$ cat src/rtl/imm_seq_ctrl.sv
// Immediate-operand sequencer: builds 16-bit immediates from 8-bit decode beats
// (zero/sign-extend, high-byte placement, or two-beat concatenation) behind valid/ready.
module imm_seq_ctrl #(
  parameter int unsigned TIMEOUT = 15,
  parameter int unsigned CNT_W   = 8
) (
  input  logic             clk,
  input  logic             reset_n,
  input  logic             req_valid,
  output logic             req_ready,
  input  logic [1:0]       req_op,
  input  logic [7:0]       req_imm,
  output logic             rsp_valid,
  input  logic             rsp_ready,
  output logic [15:0]      rsp_data,
  output logic             busy,
  output logic             err,
  output logic [CNT_W-1:0] done_cnt
);

  localparam int unsigned TW = $clog2(TIMEOUT + 1);
  localparam logic [TW-1:0] TmoLast = TW'(TIMEOUT - 1);

  typedef enum logic [1:0] {StIdle, StWaitLo, StResp} state_e;

  state_e           state_q, state_d;
  logic [7:0]       hi_q, hi_d;
  logic [TW-1:0]    tmo_q, tmo_d;
  logic [15:0]      data_q, data_d;
  logic             err_q, err_d;
  logic [CNT_W-1:0] done_q, done_d;
  logic             req_fire, rsp_fire;

  assign req_fire = req_valid & req_ready;
  assign rsp_fire = rsp_valid & rsp_ready;

  always_ff @(posedge clk or negedge reset_n) begin
    if (!reset_n) begin
      state_q <= StIdle;
      hi_q    <= 8'h00;
      tmo_q   <= '0;
      data_q  <= 16'h0000;
      err_q   <= 1'b0;
      done_q  <= '0;
    end else begin
      state_q <= state_d;
      hi_q    <= hi_d;
      tmo_q   <= tmo_d;
      data_q  <= data_d;
      err_q   <= err_d;
      done_q  <= done_d;
    end
  end

  always_comb begin
    state_d = state_q;
    hi_d    = hi_q;
    tmo_d   = tmo_q;
    data_d  = data_q;
    err_d   = 1'b0;
    done_d  = done_q;
    unique case (state_q)
      StIdle: begin
        if (req_fire) begin
          state_d = StResp;
          unique case (req_op)
            2'b00: data_d = {8'h00, req_imm};
            2'b01: data_d = {{8{req_imm[7]}}, req_imm};
            2'b10: data_d = {req_imm, 8'h00};
            2'b11: begin
              hi_d    = req_imm;
              tmo_d   = '0;
              state_d = StWaitLo;
            end
          endcase
        end
      end
      StWaitLo: begin
        // A low beat on the final waiting cycle takes priority over the abort.
        if (req_fire) begin
          data_d  = {hi_q, req_imm};
          state_d = StResp;
        end else if (tmo_q == TmoLast) begin
          tmo_d   = '0;
          err_d   = 1'b1;
          state_d = StIdle;
        end else begin
          tmo_d = tmo_q + TW'(1);
        end
      end
      StResp: begin
        if (rsp_fire) begin
          done_d  = done_q + CNT_W'(1);
          state_d = StIdle;
        end
      end
      default: state_d = StIdle;
    endcase
  end

  always_comb begin
    req_ready = (state_q != StResp);
    rsp_valid = (state_q == StResp);
    busy      = (state_q != StIdle);
    rsp_data  = data_q;
    err       = err_q;
    done_cnt  = done_q;
  end

endmodule
$ cat config.mk
export PLATFORM = sky130hd
export DESIGN_NAME = imm_seq_ctrl
export DESIGN_NICKNAME = d
export VERILOG_FILES = /design/src/rtl/imm_seq_ctrl.sv
export SDC_FILE = /design/constraint.sdc
export NUM_CORES = 1
export LEC_CHECK = 0
export ABC_AREA = 1
export CAP_MARGIN = 10
export CELL_PAD_IN_SITES_DETAIL_PLACEMENT = 1
export CELL_PAD_IN_SITES_GLOBAL_PLACEMENT = 1
export CORE_UTILIZATION = 41
export DETAILED_ROUTE_END_ITERATION = 6
export DONT_BUFFER_PORTS = 1
export PLACE_DENSITY_LB_ADDON = 0.1
export SETUP_SLACK_MARGIN = 0.4
export SYNTH_ARGS = -nofsm -noshare
export SYNTH_HDL_FRONTEND = slang
export SYNTH_SLANG_ARGS = --single-unit
$ cat constraint.sdc
create_clock -name clk -period 1.4 [get_ports clk]
set_clock_uncertainty 0.05 [all_clocks]
set_input_delay 0.28 -clock clk [delete_from_list [all_inputs] [get_ports clk]]
set_output_delay 0.28 -clock clk [all_outputs]
set_load 0.01 [all_outputs]
Yosys cells after proc, flatten, opt, wreduce, memory -nomap -nowiden
Cells that the tools add are included.
{"block": "totals", "reg_bits": 39, "in_bits": 14, "output_inout_bits": 28, "elab_cells": 51}
{"block": "classes", "n_addsub": 2, "eq_ne": 14, "muxes": 18, "bitwise": 2, "reduce_logical": 9}
{"operator": "$pmux 16 s3", "n": 1}
{"operator": "$mux 16", "n": 2}
{"operator": "$pmux 16 s2", "n": 1}
{"operator": "$mux 4", "n": 4}
{"operator": "$mux 2", "n": 5}
{"operator": "$add 8x1->8 const B", "n": 1}
{"operator": "$ne 2x2->1 const B", "n": 4}
{"operator": "$pmux 4 s2", "n": 1}
{"operator": "$reduce_and 4->1", "n": 2}
{"operator": "$eq 2x2->1 const B", "n": 3}
{"operator": "$pmux 2 s3", "n": 1}
{"operator": "$reduce_and 3->1", "n": 2}
{"operator": "$add 4x1->4 const B", "n": 1}
{"operator": "$eq 2x1->1 const B", "n": 2}
{"operator": "$eq 4x4->1 const B", "n": 1}
{"operator": "$logic_not 2->1", "n": 2}
{"operator": "$ne 2x1->1 const B", "n": 2}
{"operator": "$ne 4x1->1 const B", "n": 1}
{"operator": "$reduce_bool 2->1", "n": 2}
{"operator": "$mux 1", "n": 3}
{"operator": "$ne 3x3->1 const B", "n": 1}
{"operator": "$and 1x1->1", "n": 2}
{"operator": "$reduce_and 2->1", "n": 1}

Longest topological paths before layout
{"block": "depth", "word_depth": 4, "ltp_mapped": 9, "depth_no_buf": 8}

Worst setup path before layout
Ideal clock, no wire load.
{"block": "synth_path", "path_type": "input to register", "from": "in req_op[0]", "to": "reg data_q[0] (netlist: rsp_data[0])", "setup_time_ns": 0.118, "arrival_ns": 1.212, "required_time_ns": 1.232, "path_slack_ns": 0.020, "path_stages": 9, "path_buffers": 2, "cell_sequence": "inv_1 > ha_1 > clkbuf_1 > nor2_1 > nand2_2 > nand2_4 > buf_4 > nand2_1 > o21ai_2"}
{"block": "synth_via", "elab_chain_cells": 4, "elab_cells_between_ends": 8, "classes_between": "3 x eq/ne; 3 x mux; 2 x reduce/logical"}
{"item": "start, declared", "line_no": "11", "text": "input logic [1:0] req_op,"}
{"item": "$eq 2x2->1, or another cell as far along", "line_no": "66", "text": "unique case (req_op)"}
{"item": "$pmux 16 s3", "line_no": "66"}
{"item": "$mux 16", "line_no": "64", "text": "if (req_fire) begin"}
{"item": "$pmux 16 s2", "line_no": "62", "text": "unique case (state_q)"}
{"item": "end signal, assigned", "line_no": "49", "text": "data_q <= data_d;"}
{"item": "end, declared", "line_no": "29", "text": "logic [15:0] data_q, data_d;"}
Parallel ways exist; a longest one is shown, timed or not. The select of a mux whose other input is x is not followed.
A chain may end at the register's enable or synchronous reset.

Final worst setup path
{"block": "layout_path", "from": "reg state_q[1]", "to": "reg data_q[9] (netlist: rsp_data[9])"}
{"block": "layout_via", "elab_chain_cells": 4, "elab_cells_between_ends": 10, "classes_between": "5 x eq/ne; 1 x mux; 1 x bitwise; 3 x reduce/logical"}
{"item": "start, declared", "line_no": "26", "text": "state_e state_q, state_d;"}
{"item": "start signal, assigned", "line_no": "39", "text": "state_q <= StIdle;"}
{"item": "start signal, assigned", "line_no": "46", "text": "state_q <= state_d;"}
{"item": "$ne 2x2->1", "line_no": "102", "text": "req_ready = (state_q != StResp);"}
{"item": "$and 1x1->1", "line_no": "34", "text": "assign req_fire = req_valid & req_ready;"}
{"item": "$ne 2x2->1 (no line)"}
{"item": "$reduce_and 4->1 (no line)"}
Parallel ways exist; a longest one is shown, timed or not.

==> run summary <==
Setup repair after global routing could not meet its margin everywhere. The final non-filler cell total is 326. The DRC violation count after routing is 0.

Counting every sink on the clock net gives 39. The static leakage came out at 1.32 nW. The total power is 0.00481 W. The mean area per synthesized cell is 8.06 um2. The floorplan has 25 rows. The global routing usage summed across all routing layers is 20.7%. With fillers left out, the area of the finished cells amounts to 2650 um2. In the synthesized netlist, the number of instances is 248. The final count of hold timing violations came out at 39. The signal arrival time at the worst endpoint is around 1500 ps.

The time the worst path needs with I/O delays and setup is 1400 ps. The tool flagged a number of max-cap violations equal to 0. The endpoint type of the worst setup path is a flop.

Among all stages on the critical path, the largest delay is contributed by dfrtp_2. Yosys printed 0 warnings. The checks that failed: negative hold slack. Traced cell by cell, the critical path runs through buf_6 > nor2_4 > nand2_4 > clkbuf_16 > nand2_2 > nand2_1.

The first TritonRoute pass finished after 2 iterations. Counting every net in the synthesized netlist gives 270. The number of global-route vias before repair came out at 1667. The global-route wire length before repair came out at 8.17 mm. The worst slack at placement is between 40 and 50 ps. For met2 alone, demand over resource in global routing was 32.4%. At the later pin of the worst-skew pair, clock insertion delay measures 300 ps.

The number of cells in the design after placement came out at 306. In this run the vertical extent of the chip is 71.8 um. The switching portion of total power is a little over two fifths. The global placer's final weighted congestion is 0.795.

The largest voltage drop on the vdd net is 0.620 mV. The type of the most critical hold path is input port to async pin. Once detailed placement completed, the half-perimeter wirelength came to between 3 and 4 mm. Of the total power, combinational logic draws 39.7%. The synthesis-to-layout area growth is 32.5%. The die boundary width came out at 71.8 um. The total cell area at the placement stage is between 2000 and 2500 um2.

The net switching component of the power came out at 0.00201 W. The total grt overflow is 0. The detailed-route via count came out at 1671. The count of port buffers added during placement came out at 0.

Once detail routing completed, the nets flagged for antenna violations numbered 0. The count of filler cells inserted in the layout is roughly 520. The number of antenna cells inserted is 0. The wire length reported by the detailed router is 5.34 mm. The number of register bits inferred by synthesis is 39.

After clock tree synthesis, the clock-pin slew on the worst setup and hold paths is about 80 ps. In this run the number of H-tree levels came out at 2. The vias per cell came out at 5.13.

The maximum buffer depth of the clock tree is 2. Dividing total power by cell area gives a power density of around 1800 nW/um2. The worst slew margin relative to its limit came out at 83.1%. In this run, the number of DRC markers left after iteration 0 of detailed routing was 68.

The share of async-settable or async-resettable flops after synthesis is 100%. TritonCTS built the clock tree. The overall die area is 5160 um2.

The cell family contributing the most delay on the critical path is flip-flops. The floorplan step defined a core boundary enclosing 4690 um2. Buffers inserted during clock tree synthesis total 5. The number of I/O pins came out at between 40 and 50.

For this run, the top clock speed supported by timing is ~0.71 GHz. The initial antenna violation count is 0. The synthesized netlist contains 21 unique library cells.

Dividing the detail-routed wire length by the instance count gives 16.4 um. The number of buffer and inverter instances along the worst setup path is 2. The share of layout cells above drive strength 1 came out at 40.8%.

Entering global routing, the biggest net connects 40 pins. The final cycle utilization of the critical path came out at around 100%. Summing all multi-input logic gate instances after layout gives 1150 um2.

Once the floorplan was initialized, standard cells occupied roughly 43% of the core. The number of endpoints failing setup at the final stage is 0. The register share of total power is 44.1%. The area of the mapped netlist came out at 2000 um2.

The critical path's largest stage delay is 470 ps. The required time of the worst setup path is 1530 ps. The met1 usage in global routing came out at between 20% and 30%. The max-slew violation total from the final report came to 0. The register cell area after layout is roughly 1000 um2. The flow ran to the end, but the final reports show violations. The portion of total power attributed to the clock network came out at 16.2%. The smallest setup slack after layout is 0.892 ps. The transition time at the pin with the least slew margin is 251 ps. The worst setup path is of the flop to flop kind. The global routing usage on met3 is 5.77%.

The final layout contains 293 nets. The number of enable-type register cells in the synthesized netlist came out at 0. The largest fanout on the critical path is 8.

In this run the most used layer during global routing was met2. CTS placed an instance of clkbuf_8 at the clock tree root. Sequential cells were found to cover 48.8% of the synthesized design area. The worst hold margin is -381 ps.

The type of element launching the critical path is a flop. Internal power comes to 0.00280 W. The primary flip-flop cell chosen by synthesis mapping is dfrtp_1.
==> sequential cells by signal, indices dropped and copies added, names as in the netlist <==
| register | cells |
|---|---|
| done_cnt | 8 |
| rsp_data | 16 |
| err | 1 |
| tmo_q | 4 |
| state_q | 2 |
| hi_q | 8 |
==> metrics by stage <==
| step | setup TNS [ps] | utilization, % |
|---|---|---|
| floorplan | 0 | - |
| global placement | 0 | 46.6 |
| detailed placement | 0 | 46.6 |
| CTS | 0 | 50.4 |
| global route | -540 | 56.4 |
| finish | 0 | 56.4 |
==> worst paths after layout <==
check | from | to | slack [ps] | depth (start not counted)
max | state_q[1] | rsp_data[9] | 0.9 | 6
max in group asynchronous | reset_n | state_q[1] | 1580 | 0
min | reset_n | rsp_data[4] | -380 | 0
min reg2reg | hi_q[7] | hi_q[7] | 460 | 2
max reg2reg | state_q[1] | rsp_data[9] | 0.9 | 6
min in group clk | req_imm[3] | hi_q[3] | 70 | 2
==> layer usage <==
metal | part of all wire (%) | vias to the layer above
li1 | - | 821
met1 | 47 | 812
met2 | 48 | 30
met3 | 4.1 | 8
met4 | 1.3 | 0
met5 | 0 | -
==> worst register-to-register path: cells and delay by family, from the launching register on <==
family                 cells  cell delay [ps]
flip-flops                 1              470
buffers and inverters      2              340
AND/OR/NAND/NOR            4              420
==> power groups by stage <==
stage / clock (W) / sequential, W / combinational [W]
2_1_floorplan: 0 / 0.00198 / 0.000938
3_3_place_gp: 0 / 0.00201 / 0.00127
4_1_cts: 0.000797 / 0.00201 / 0.00149
6_report: 0.000778 / 0.00212 / 0.00191
3_5_place_dp: 0 / 0.00204 / 0.00131
5_1_grt: 0.000840 / 0.00218 / 0.00212
==> area by class of cell <==
class / instances / share of cell area, %
Tap cell: 54 / 2.55
Clock inverter: 3 / 0.756
Multi-Input combinational cell: 176 / 43.3
Sequential cell: 39 / 37.4
Inverter: 29 / 4.58
Clock buffer: 5 / 2.60
Timing Repair Buffer: 20 / 8.74
==> cell usage after synthesis, types with 2 or more instances <==
| cell | count | share of area (%) |
|---|---|---|
| o21ai_2 | 4 | 1.8 |
| inv_2 | 5 | 0.94 |
| xor2_1 | 4 | 1.8 |
| buf_6 | 2 | 1.1 |
| a21oi_1 | 7 | 1.8 |
| nand2_2 | 3 | 0.94 |
| dfrtp_1 | 39 | 49 |
| nand2_4 | 2 | 1.1 |
| nor2_1 | 14 | 2.6 |
| ha_1 | 8 | 5.0 |
| inv_1 | 24 | 4.5 |
| nand3_1 | 12 | 3.0 |
| nand2_1 | 93 | 17 |
| o21ai_1 | 5 | 1.3 |
| nand4_1 | 5 | 1.6 |
| nor2_2 | 3 | 0.94 |
| o21ai_0 | 14 | 3.5 |
==> layout by cell type (no fill, tap or decap), types with 6 or more instances in the layout <==
cell type,netlist,routed
nor2_4,0,7
o21ai_1,5,7
o21ai_0,14,9
nand3_1,12,6
buf_6,2,7
buf_4,1,9
inv_1,24,20
a21oi_2,0,7
nand2_1,93,71
o21ai_2,4,7
dfrtp_1,39,27
dfrtp_2,0,12
nor2_1,14,7
nand2_4,2,13
nand2_2,3,14
==> logic make-up (layout without fill, tap and decap cells) <==
kind of cell             after synthesis  count (layout)  share of synthesized area, %
AND/OR/NAND/NOR                      133             133                          28.6
XOR/XNOR                               5               5                          2.19
AO/OA/AOI/OAI                         30              30                          8.27
flip-flops                            39              39                          48.8
adder cells (fa/ha/maj)                8               8                          5.01
buffers and inverters                 33              57                          7.14
==> what timing repair did <==
action | in CTS | in global routing
gates cloned | 0 | 1
pin swaps | 0 | 20
setup buffers | 6 | 5
setup endpoints to repair | 67 | 67
gates resized for setup | 11 | 70
hold endpoints to repair | 39 | 39
Power figures use the tool's default switching activity.
